### src/rtl/timer_bank_pkg.sv
// timer_bank_pkg: shared types and the channel-index width helper for timer_bank
package timer_bank_pkg;
  typedef enum logic {MODE_PERIODIC, MODE_ONESHOT} mode_t;
  typedef enum logic {ST_IDLE, ST_RUN} state_t;
  function automatic int chan_w(input int n);
    return n > 1 ? $clog2(n) : 1;
  endfunction
endpackage

### src/rtl/timer_channel.sv
// timer_channel: one programmable periodic/one-shot counter advanced by the shared strobe
module timer_channel
  import timer_bank_pkg::*;
#(
  parameter int WIDTH = 32
) (
  input  logic             clock,
  input  logic             reset,
  input  logic             strobe,
  input  logic             wr,
  input  logic             wr_start,
  input  logic [WIDTH-1:0] wr_period,
  input  logic             wr_mode,
  input  logic             stop,
  output logic             tick,
  output logic             running
);
  logic [WIDTH-1:0] period;
  logic [WIDTH-1:0] count;
  mode_t            mode;
  state_t           state;
  logic             expire;
  // one extra bit keeps count+1 from wrapping at the largest period
  assign expire = ({1'b0, count} + (WIDTH+1)'(1)) >= {1'b0, period};
  always_ff @(posedge clock or negedge reset)
    if (!reset) begin
      period  <= '0;
      count   <= '0;
      mode    <= MODE_PERIODIC;
      state   <= ST_IDLE;
      tick    <= 1'b0;
      running <= 1'b0;
    end else begin
      tick <= 1'b0;
      if (wr) begin
        period <= wr_period;
        mode   <= mode_t'(wr_mode);
      end
      if (stop) begin
        state   <= ST_IDLE;
        count   <= '0;
        running <= 1'b0;
      end else if (wr && wr_start) begin
        state   <= |wr_period ? ST_RUN : ST_IDLE;
        running <= |wr_period;
        count   <= '0;
      end else if (!wr && state == ST_RUN && strobe) begin
        if (expire) begin
          tick  <= 1'b1;
          count <= '0;
          if (mode == MODE_ONESHOT) begin
            state   <= ST_IDLE;
            running <= 1'b0;
          end
        end else begin
          count <= count + WIDTH'(1);
        end
      end
    end
endmodule

### src/rtl/timer_bank.sv
// timer_bank: shared prescaler feeding CHANNELS independent tick generators
module timer_bank
  import timer_bank_pkg::*;
#(
  parameter int WIDTH          = 32,
  parameter int CHANNELS       = 4,
  parameter int PRESCALE_WIDTH = 8
) (
  input  logic                         clock,
  input  logic                         reset,
  input  logic [PRESCALE_WIDTH-1:0]    prescale,
  input  logic                         wr_en,
  input  logic [chan_w(CHANNELS)-1:0]  wr_chan,
  input  logic [WIDTH-1:0]             wr_period,
  input  logic                         wr_mode,
  input  logic                         wr_start,
  input  logic [CHANNELS-1:0]          stop,
  output logic [CHANNELS-1:0]          tick,
  output logic [CHANNELS-1:0]          running
);
  localparam int CW = chan_w(CHANNELS);
  logic [PRESCALE_WIDTH-1:0] pcnt;
  logic                      strobe;
  // >= rather than == so a shrinking prescale never waits for a wrap
  assign strobe = pcnt >= prescale;
  always_ff @(posedge clock or negedge reset)
    if (!reset) pcnt <= '0;
    else pcnt <= strobe ? '0 : pcnt + PRESCALE_WIDTH'(1);
  genvar i;
  for (i = 0; i < CHANNELS; i++) begin : g_ch
    timer_channel #(.WIDTH(WIDTH)) u_ch (
      .clock    (clock),
      .reset    (reset),
      .strobe   (strobe),
      .wr       (wr_en && wr_chan == CW'(i)),
      .wr_start (wr_start),
      .wr_period(wr_period),
      .wr_mode  (wr_mode),
      .stop     (stop[i]),
      .tick     (tick[i]),
      .running  (running[i])
    );
  end
endmodule
### config.mk
export PLATFORM = sky130hd
export DESIGN_NAME = timer_bank
export DESIGN_NICKNAME = d
export VERILOG_FILES = /design/src/rtl/timer_bank_pkg.sv /design/src/rtl/timer_channel.sv /design/src/rtl/timer_bank.sv
export SDC_FILE = /design/constraint.sdc
export NUM_CORES = 1
export LEC_CHECK = 0
export ABC_AREA = 1
export CAP_MARGIN = 20
export CORE_MARGIN = 2
export CORE_UTILIZATION = 45
export DETAILED_ROUTE_END_ITERATION = 16
export GPL_ROUTABILITY_DRIVEN = 0
export GPL_TIMING_DRIVEN = 0
export PLACE_DENSITY = 0.67
export SKIP_LAST_GASP = 1
export SLEW_MARGIN = 20
export SYNTH_ARGS = -nofsm -noshare
export SYNTH_HDL_FRONTEND = slang
export SYNTH_SLANG_ARGS = --single-unit
### constraint.sdc
create_clock -name clock -period 3.55 [get_ports clock]
set_input_delay 0.71 -clock clock [delete_from_list [all_inputs] [get_ports clock]]
set_output_delay 0.71 -clock clock [all_outputs]
set_load 0.1 [all_outputs]
==> metrics.csv <==
metric,value,unit
ant_nets,0,
clk_latency,0.54,ns
leakagePower,0.0104,uW
slew_headroom,33.6,%
track_usage,23.7,%
critPathBufInv,4,
tns,0,ns
synth_area,17800,sq um
area_growth,14.9,%
crit_chain,"ha_1, nand2_1, inv_2, nand2_2, nor2_4, nand2_2, nor2_4, nand2_1, xor2_2, inv_1, ha_1, nand2_1, inv_1, o21ai_1, nand2_1, a21oi_2, nand2_1, a21oi_4, nand3_4, buf_12, o21ai_1",
finalCritPeriodShare,93.4,%
cts.hold.buffers_added,0,
start_kind,flip-flop,
wirelength,47900,um
die-area,41100,sq um
finalHoldViolCount,0,
seq_area_frac_synth,38.9,%
pin_count,59,
die_h,203,um
yosysWarnings,0,
synth_nets,2576,
fillers,3677,
finalSetupViolCount,0,
final_nets,2682,
status,"finished, final reports clean",
cp_top_family,simple AND/OR/NAND/NOR gates,
synth_fa_ha_area_share,9.94,%
synth_top_family_by_area,simple AND/OR/NAND/NOR gates,
die_w,203,um
clk_pin_slew,0.06,ns
required,4.01,ns
row_count,72,
post-route-min-period,3.32,ns
start_util,45.7,%
cap_violations,0,
drc,0,
critical_path_arrival,3.78,ns
critPathKind,flip-flop to flip-flop,
synth_compound_area_share,7.34,%
dr.pass1.iters,6,
grt_pass1_wl,78100,um
io_buffer_count,58,
drv_slew,0,
grt_pass1_vias,15400,
core_area,38800,sq um
hold_path.class,input pin to asynchronous set/reset pin,
syn_area_per_cell,7.45,sq um
synth-xor-area-share,5.43,%
slowest_delay,0.42,ns
synth-seq-cells,276,
h-tree-depth,2,
crit_slowest_cell,dfrtp_2,
muxShareOfSynthArea,0,%
via_per_inst,5.19,
cp_common_cell,nand2_1,
worstPathMaxFanout,6,
drive_gt1_share,7.80,%
num_antenna_cells,0,
timing.hold.ws,0.176,ns
skew,0.0163,ns
final_util,52.5,%
antenna_found_initial,0,
grt_max_degree,100,
fmax,302,MHz
wire_per_inst,15.8,um
drtIter0Drc,1110,
synthCells,2384,
powerDensity,405,nW/um^2
cts-root-buf,clkbuf_16,
peakVddDrop,0.297,mV
gr-total-overflow,0,
synth_cell_types,41,
cts_tree,yes,
synthSimpleGateAreaFrac,29.2,%
worst_pin_slew,0.993,ns
cts_buffer_depth,3,
cts_sinks,276,
dp.final_hpwl,36500,um
setup.worst_path.end_class,flip-flop,
numCtsBuffers,34,
routed-via-count,15700,
[layer usage]
layer / share of wire, % / global-route usage [%]
met1: 44 / 30.6
met2: 46 / 39.4
met3: 4.5 / 2.76
met4: 5.0 / 11.7
met5: 0 / 0
[cells in the mapped netlist, drive strengths merged]
library cell    n  area share, %
nand2         731             16
inv           326            6.9
dfrtp         276             39
nor2          206            4.8
o21ai         165            4.9
ha            141            9.9
nand3         116            3.4
nand4          80            2.8
xor2           75            3.7
a21oi          65            1.9
nor3           52            1.6
buf            48            1.7
xnor2          35            1.7
clkbuf         27           0.57
nor4            8           0.32
o21a            7           0.30
nand3b          6           0.25
nor3b           5           0.21
and3            4           0.14
a21o            3           0.13
and2            3           0.11
o21bai          3           0.13
clkinv          1          0.021
o22ai           1          0.035
[cells in the final DEF, fill, tap and decap left out, drive strengths merged, types with 61 or more instances in the layout]
cell type,instances
o21ai,165
buf,61
a21oi,65
nor2,206
nand2,731
dfrtp,276
nand3,116
nand4,80
ha,141
xor2,75
inv,326
clkbuf,74
[kinds of logic after synthesis]
group / after synthesis
compound gates: 244
xor+xnor: 110
fa+ha+maj: 141
buf+inv: 402
flops: 276
simple gates: 1211
[area by class of cell]
type	count	area (sq um)	area share, %
clock inverters	11	114	0.558
multi-input cells	1706	9340	45.8
plain buffers	75	400	1.96
well taps	518	648	3.18
inverters	327	1230	6.03
flip-flops and latches	276	6910	33.9
repair buffers	70	728	3.57
clock buffers	47	1020	5.02
[worst paths after layout]
check	startpoint	endpoint	slack, ns	depth (start not counted)
min in group clock	g_ch[0].u_ch.mode$_DFFE_PN0P_	g_ch[0].u_ch.mode$_DFFE_PN0P_	0.50	2
min reg2reg	g_ch[0].u_ch.mode$_DFFE_PN0P_	g_ch[0].u_ch.mode$_DFFE_PN0P_	0.50	2
min	reset	g_ch[0].u_ch.count[24]$_DFFE_PN0P_	0.18	1
max in group asynchronous	reset	g_ch[3].u_ch.count[3]$_DFFE_PN0P_	2.44	2
max	g_ch[2].u_ch.count[0]$_DFFE_PN0P_	g_ch[2].u_ch.count[1]$_DFFE_PN0P_	0.23	21
max reg2reg	g_ch[2].u_ch.count[0]$_DFFE_PN0P_	g_ch[2].u_ch.count[1]$_DFFE_PN0P_	0.23	21
[sequential cells by signal (all words and copies together) (netlist names)]
name              flops
g_ch.u_ch.count     128
g_ch.u_ch.period    128
pcnt                  8
g_ch.u_ch.mode        4
g_ch.u_ch.state       4
g_ch.u_ch.tick        4
[timing repair]
item	CTS	global route
setup endpoints to repair	27	127
setup buffers	2	8
pin swaps	0	3
gates resized for setup	2	30
gates cloned	0	0
[metrics by stage]
| step | total power (uW) | instances | cell area (sq um) | worst slack (ns) |
|---|---|---|---|---|
| floorplan | 4320 | 2384 | 17800 | 0.628 |
| global route | 8680 | 3030 | 20400 | -0.0187 |
| global placement | 4710 | 2960 | 19000 | -10.20 |
| detailed placement | 4780 | 2962 | 19000 | -0.133 |
| CTS | 8360 | 3022 | 20200 | 0.0234 |
| finish | 8270 | 3030 | 20400 | 0.235 |
[where the power goes]
group | switching [uW] | leakage, uW | total (uW) | internal (uW)
clock | 1380 | 0.000560 | 3540 | 2160
combinational | 784 | 0.00625 | 1190 | 401
sequential | 108 | 0.00362 | 3550 | 3440
No activity file was read; power rests on OpenSTA's default activity.
